$ cat config.mk
export PLATFORM = sky130hd
export DESIGN_NAME = pixel_plot_arbiter_flat
export DESIGN_NICKNAME = d
export VERILOG_FILES = /design/src/rtl/pixel_plot_arbiter_if.sv /design/src/rtl/pixel_plot_arbiter.sv /design/src/flat_wrapper.sv
export SDC_FILE = /design/constraint.sdc
export NUM_CORES = 1
export LEC_CHECK = 0
export CAP_MARGIN = 20
export CELL_PAD_IN_SITES_DETAIL_PLACEMENT = 2
export CELL_PAD_IN_SITES_GLOBAL_PLACEMENT = 2
export CORE_MARGIN = 4
export CORE_UTILIZATION = 43
export DETAILED_ROUTE_END_ITERATION = 10
export PLACE_DENSITY = 0.87
export SLEW_MARGIN = 0
export SYNTH_ARGS = -nofsm -noshare
export SYNTH_HDL_FRONTEND = slang
export SYNTH_SLANG_ARGS = --single-unit
$ cat constraint.sdc
create_clock -name clock -period 2.7 [get_ports clock]
set_input_delay 0.405 -clock clock [delete_from_list [all_inputs] [get_ports clock]]
set_output_delay 0.405 -clock clock [all_outputs]
set_load 0.02 [all_outputs]
$ cat src/rtl/pixel_plot_arbiter_if.sv
// Pixel bus between the two sprite sources and the VGA adapter write port.
// The master side drives sprite pixels in; the slave side is the arbiter.
interface pixel_plot_arbiter_if;
  logic       s0_valid;
  logic       s0_ready;
  logic [7:0] s0_x;
  logic [6:0] s0_y;
  logic [2:0] s0_colour;

  logic       s1_valid;
  logic       s1_ready;
  logic [7:0] s1_x;
  logic [6:0] s1_y;
  logic [2:0] s1_colour;

  logic [7:0] x;
  logic [6:0] y;
  logic [2:0] colour;
  logic       plot;
  logic [7:0] clip_count;

  modport master (
    output s0_valid, s0_x, s0_y, s0_colour,
    output s1_valid, s1_x, s1_y, s1_colour,
    input  s0_ready, s1_ready,
    input  x, y, colour, plot, clip_count
  );

  modport slave (
    input  s0_valid, s0_x, s0_y, s0_colour,
    input  s1_valid, s1_x, s1_y, s1_colour,
    output s0_ready, s1_ready,
    output x, y, colour, plot, clip_count
  );
endinterface

$ cat src/rtl/pixel_plot_arbiter.sv
// Merges comet (source 0) and player/star (source 1) pixel streams into
// one registered VGA write port through clipped per-source FIFOs.
module pixel_plot_arbiter #(
  parameter int unsigned DEPTH    = 4,
  parameter int unsigned SCREEN_W = 160,
  parameter int unsigned SCREEN_H = 120
) (
  input  logic                 clock,
  input  logic                 reset,
  pixel_plot_arbiter_if.slave  bus
);
  localparam int unsigned AW = $clog2(DEPTH);
  localparam int unsigned CW = AW + 1;
  localparam logic [CW-1:0] FULL  = CW'(DEPTH);
  localparam logic [8:0]    LIM_X = 9'(SCREEN_W);
  localparam logic [7:0]    LIM_Y = 8'(SCREEN_H);

  typedef logic [17:0] pix_t;

  pix_t          mem [2][DEPTH];
  logic [AW-1:0] wr_ptr [2];
  logic [AW-1:0] rd_ptr [2];
  logic [CW-1:0] count [2];
  logic          last_grant;

  logic [7:0]    x_q;
  logic [6:0]    y_q;
  logic [2:0]    colour_q;
  logic          plot_q;
  logic [7:0]    clip_q;

  pix_t          in_pix [2];
  logic [1:0]    valid;
  logic [1:0]    ready;
  logic [1:0]    take;
  logic [1:0]    clip;
  logic [1:0]    push;
  logic [1:0]    busy;
  logic [1:0]    pop;
  logic [1:0]    clip_add;
  logic [8:0]    clip_sum;

  always_comb begin
    valid     = {bus.s1_valid, bus.s0_valid};
    in_pix[0] = {bus.s0_x, bus.s0_y, bus.s0_colour};
    in_pix[1] = {bus.s1_x, bus.s1_y, bus.s1_colour};
    ready     = '0;
    busy      = '0;
    take      = '0;
    clip      = '0;
    push      = '0;
    for (int i = 0; i < 2; i++) begin
      ready[i] = count[i] != FULL;
      busy[i]  = count[i] != '0;
      take[i]  = valid[i] && ready[i];
      clip[i]  = ({1'b0, in_pix[i][17:10]} >= LIM_X)
              || ({1'b0, in_pix[i][9:3]} >= LIM_Y);
      push[i]  = take[i] && !clip[i];
    end
    // last_grant names the source that must yield under contention
    pop[0]   = busy[0] && (!busy[1] || last_grant);
    pop[1]   = busy[1] && (!busy[0] || !last_grant);
    clip_add = {1'b0, take[0] & clip[0]}
             + {1'b0, take[1] & clip[1]};
    clip_sum = {1'b0, clip_q} + {7'b0, clip_add};
  end

  always_ff @(posedge clock) begin
    for (int i = 0; i < 2; i++) begin
      if (push[i]) mem[i][wr_ptr[i]] <= in_pix[i];
    end
  end

  always_ff @(posedge clock or posedge reset) begin
    if (reset) begin
      for (int i = 0; i < 2; i++) begin
        wr_ptr[i] <= '0;
        rd_ptr[i] <= '0;
        count[i]  <= '0;
      end
    end else begin
      for (int i = 0; i < 2; i++) begin
        if (push[i]) wr_ptr[i] <= wr_ptr[i] + 1'b1;
        if (pop[i])  rd_ptr[i] <= rd_ptr[i] + 1'b1;
        unique case ({push[i], pop[i]})
          2'b10:   count[i] <= count[i] + 1'b1;
          2'b01:   count[i] <= count[i] - 1'b1;
          default: count[i] <= count[i];
        endcase
      end
    end
  end

  always_ff @(posedge clock or posedge reset) begin
    if (reset) begin
      x_q        <= '0;
      y_q        <= '0;
      colour_q   <= '0;
      plot_q     <= 1'b0;
      clip_q     <= '0;
      last_grant <= 1'b1;
    end else begin
      plot_q <= |pop;
      if (pop[0]) begin
        {x_q, y_q, colour_q} <= mem[0][rd_ptr[0]];
      end else if (pop[1]) begin
        {x_q, y_q, colour_q} <= mem[1][rd_ptr[1]];
      end
      if (&busy) last_grant <= pop[1];
      clip_q <= clip_sum[8] ? 8'hFF : clip_sum[7:0];
    end
  end

  assign bus.s0_ready   = ready[0];
  assign bus.s1_ready   = ready[1];
  assign bus.x          = x_q;
  assign bus.y          = y_q;
  assign bus.colour     = colour_q;
  assign bus.plot       = plot_q;
  assign bus.clip_count = clip_q;
endmodule

$ cat src/flat_wrapper.sv
// flat-port wrapper written by rule: the top's interface ports become plain ports
module pixel_plot_arbiter_flat 
#(
  parameter int unsigned DEPTH    = 4,
  parameter int unsigned SCREEN_W = 160,
  parameter int unsigned SCREEN_H = 120
)
  (clock, reset, bus_s0_valid, bus_s0_x, bus_s0_y, bus_s0_colour, bus_s1_valid, bus_s1_x, bus_s1_y, bus_s1_colour, bus_s0_ready, bus_s1_ready, bus_x, bus_y, bus_colour, bus_plot, bus_clip_count);
  pixel_plot_arbiter_if bus_i ();
  input  logic clock;
  input  logic reset;
  input wire logic [$bits(bus_i.s0_valid)-1:0] bus_s0_valid;
  input wire logic [$bits(bus_i.s0_x)-1:0] bus_s0_x;
  input wire logic [$bits(bus_i.s0_y)-1:0] bus_s0_y;
  input wire logic [$bits(bus_i.s0_colour)-1:0] bus_s0_colour;
  input wire logic [$bits(bus_i.s1_valid)-1:0] bus_s1_valid;
  input wire logic [$bits(bus_i.s1_x)-1:0] bus_s1_x;
  input wire logic [$bits(bus_i.s1_y)-1:0] bus_s1_y;
  input wire logic [$bits(bus_i.s1_colour)-1:0] bus_s1_colour;
  output wire logic [$bits(bus_i.s0_ready)-1:0] bus_s0_ready;
  output wire logic [$bits(bus_i.s1_ready)-1:0] bus_s1_ready;
  output wire logic [$bits(bus_i.x)-1:0] bus_x;
  output wire logic [$bits(bus_i.y)-1:0] bus_y;
  output wire logic [$bits(bus_i.colour)-1:0] bus_colour;
  output wire logic [$bits(bus_i.plot)-1:0] bus_plot;
  output wire logic [$bits(bus_i.clip_count)-1:0] bus_clip_count;
  assign bus_i.s0_valid = bus_s0_valid;
  assign bus_i.s0_x = bus_s0_x;
  assign bus_i.s0_y = bus_s0_y;
  assign bus_i.s0_colour = bus_s0_colour;
  assign bus_i.s1_valid = bus_s1_valid;
  assign bus_i.s1_x = bus_s1_x;
  assign bus_i.s1_y = bus_s1_y;
  assign bus_i.s1_colour = bus_s1_colour;
  assign bus_s0_ready = bus_i.s0_ready;
  assign bus_s1_ready = bus_i.s1_ready;
  assign bus_x = bus_i.x;
  assign bus_y = bus_i.y;
  assign bus_colour = bus_i.colour;
  assign bus_plot = bus_i.plot;
  assign bus_clip_count = bus_i.clip_count;
  pixel_plot_arbiter #(.DEPTH(DEPTH), .SCREEN_W(SCREEN_W), .SCREEN_H(SCREEN_H)) u_core (.clock(clock), .reset(reset), .bus(bus_i));
endmodule
==> reports/results.ini <==
[final_layout]
drive_above_1_share = 0.220
utilization = 0.539
fillers = 1515
fin_cells = 767
layout.nets = 583
area_growth_pct = 22.4
antennaDiodeCount = 0

[sta]
timing.final.ws_setup_ns = 0.126
holdWs_ns = 0.275
clock_skew_ns = 0.00656
setup_viol = 0
max_freq_mhz = 389
min_period_over_period = 0.953
maxSlewHeadroom = 0.344
final_max_slew_viol_count = 0
hold_violations = 0
layout_min_cycle_time_ns = 2.57
rsz0062_at_grt = no
worst_slew_pin_slew_ns = 0.981

[synth]
yosys.area.top_type_share = 0.568
synthSimpleGateAreaFrac = 0.0741
synthDistinctLibCells = 42
avgSynthCellArea_sq_um = 17.7
synthTopCellsByArea = edfxtp_1 (57%), dfrtp_1 (13%), mux4_2 (11%)
synth_mux_area_frac = 0.114
syn_area_sq_um = 7610
yosys.area_share.adder = 0.0260
synth_compound_area_frac = 0.0325
yosys-top-cells-count = edfxtp_1 (144), nand3_1 (61), dfrtp_1 (41)
synth_warnings = 0
synth_top_family_by_area = multiplexers
synth_async_sr_flop_share = 0.226
yosys_most_used_dff = edfxtp_1
yosysMostFrequentCell = edfxtp_1
yosys_register_bits = 186
synthXorXnorAreaFrac = 0.0161
synth_cells = 429
synth_edf_count = 144
syn-num-nets = 483
yosysTopAreaCell = edfxtp_1
synth-seq-area-share = 0.706

[grt]
grt_antenna_before_repair = 0
grt_pass1_vias = 5079
grt_usage = 0.235
grt_pass1_wl_um = 33600
grt_max_degree = 37
grt_overflow_total = 0

[floorplan]
fp.dieW_um = 141
die_area_sq_um = 19900
rows = 48
start_util = 0.440
io_pins = 69
core_area_sq_um = 17300
fp.dieH_um = 141

[placed_design]
gp_congestion = 0.780
placedCellCount = 735
io_buffers = 68
place_hpwl_um = 15400
dpl_worst_slack_ns = -0.241

[critical_path]
crit_required_ns = 3.06
cp_slowest_stage_delay_ns = 0.56
worstSetupPathType = reg -> reg
critPathArrivalTime_ns = 2.94
r2r-start = u_core.count[4]$_DFFE_PP0P_
cp_max_fo = 21
cp_slowest_cell = dfrtp_1
worstSetupStartpoint = u_core.count[4]$_DFFE_PP0P_
crit_path_end_kind = register
path_cells = or3_4 -> o21ai_0 -> inv_1 -> ha_1 -> inv_1 -> fa_1 -> xor2_1 -> nor2_1 -> xor2_1
startpoint_type = register

[clock_network]
cts_made_buffers = 17
clk_pin_slew_ns = 0.07
cts_tree = yes
clk_path_buf_depth = 2
postCtsSetupBuffers = 0
cts_sinks = 186
htree_num_levels = 4
clock_latency_ns = 0.44
cts-root-buf = clkbuf_16

[routing]
dr.first_iter.drc_count = 329
via_count = 4507
dr.pass1.iters = 4
post-route-drc-count = 0
viasPerCell = 5.88
routedWlPerCell_um = 29.2
postRouteAntennaNets = 0
routed_wl_um = 22400

[power_and_ir_drop]
peakVddDrop_mv = 0.651
powerDensity_nw_per_um2 = 1160
p_total_w = 0.0108
power_leakage_nw = 3.29

[worst_hold_path]
hold_path_class = in -> async

[job]
maxCapViolations = 0

[status]
run_status = completed

==> where the power goes <==
part / internal, W / total, W / switching (W) / leakage (nW)
logic: 0.00177 / 0.00409 / 0.00233 / 1.22
clock network: 0.00121 / 0.00239 / 0.00117 / 0.269
registers: 0.00373 / 0.00435 / 0.000613 / 1.80
total: 0.00671 / 0.0108 / 0.00411 / 3.29
==> worst max-delay path, delay by kind of cell (launching register included) <==
kind | cells | cell delay (ns)
adder cells (fa/ha/maj) | 2 | 0.64
AND/OR/NAND/NOR | 2 | 0.53
flip-flops | 1 | 0.56
XOR/XNOR | 2 | 0.32
AO/OA/AOI/OAI | 1 | 0.24
buffers and inverters | 2 | 0.20
==> per-layer routing <==
layer  global-route usage  routed length, um  vias up
li1                     -                  -     1893
met1                0.274               8330     2392
met2                0.415              12000      174
met3               0.0421               1070       48
met4                0.119                960        0
met5                    0                  0        -
==> stage by stage <==
step,TNS (ns),instance area (sq um)
2_1_floorplan,0,7610
3_3_place_gp,0,8750
3_5_place_dp,-1.48,8750
4_1_cts,0,9310
5_1_grt,0,9320
6_report,0,9320
==> path summary, 6_finish.rpt <==
kind	depth (start not counted)	to	slack (ns)
worst min-delay path	2	u_core.count[5]$_DFFE_PP0P_	0.27
worst min register to register	1	u_core.wr_ptr[0]$_DFFE_PP0P_	0.55
worst max-delay path	9	u_core.count[5]$_DFFE_PP0P_	0.13
worst max register to register	9	u_core.count[5]$_DFFE_PP0P_	0.13
max in group asynchronous	3	u_core.last_grant$_DFFE_PP1P_	1.77
min in group clock	1	u_core.wr_ptr[0]$_DFFE_PP0P_	0.55
==> layout make-up <==
type | instances | area (sq um) | share of cell area
sequential | 186 | 5380 | 0.577
multi-input combinational | 199 | 2010 | 0.216
timing repair buffer | 103 | 1010 | 0.108
clock buffer | 17 | 425 | 0.0457
tap | 225 | 282 | 0.0302
clock inverter | 15 | 131 | 0.0141
inverter | 22 | 82.6 | 0.00886
==> sequential cells by signal, indices dropped and copies added (netlist names) <==
register	flops
u_core.count	6
u_core.bus.y	7
u_core.bus.plot	1
u_core.bus.clip_count	8
u_core.bus.colour	3
u_core.wr_ptr	4
u_core.mem	144
u_core.bus.x	8
u_core.last_grant	1
u_core.rd_ptr	4
==> logic make-up after synthesis <==
group,after synthesis
DFF,186
and+or+nand+nor,101
buffers and inverters,44
muxes,41
AOI/OAI and AO/OA,29
xor gates and xnor gates,14
adders and majority gates,14
==> layout by cell type (no fill, tap or decap), drive strengths merged, types with 9 or more instances in the layout <==
cell,synthesis,layout
edfxtp,144,144
xnor2,9,9
mux4,36,36
clkdlybuf4s50,0,68
inv,22,29
dfrtp,41,41
buf,18,35
nor2,13,13
ha,11,11
a32oi,18,18
nand3,61,61
nand2,9,9
clkbuf,4,17
==> what timing repair did <==
item | 4_1_cts | 5_1_grt
endpoints found under the setup margin | 0 | 4
hold buffers | 0 | 0
hold endpoints to repair | 0 | 0
resized for setup | 0 | 3
Power figures use the tool's default switching activity.
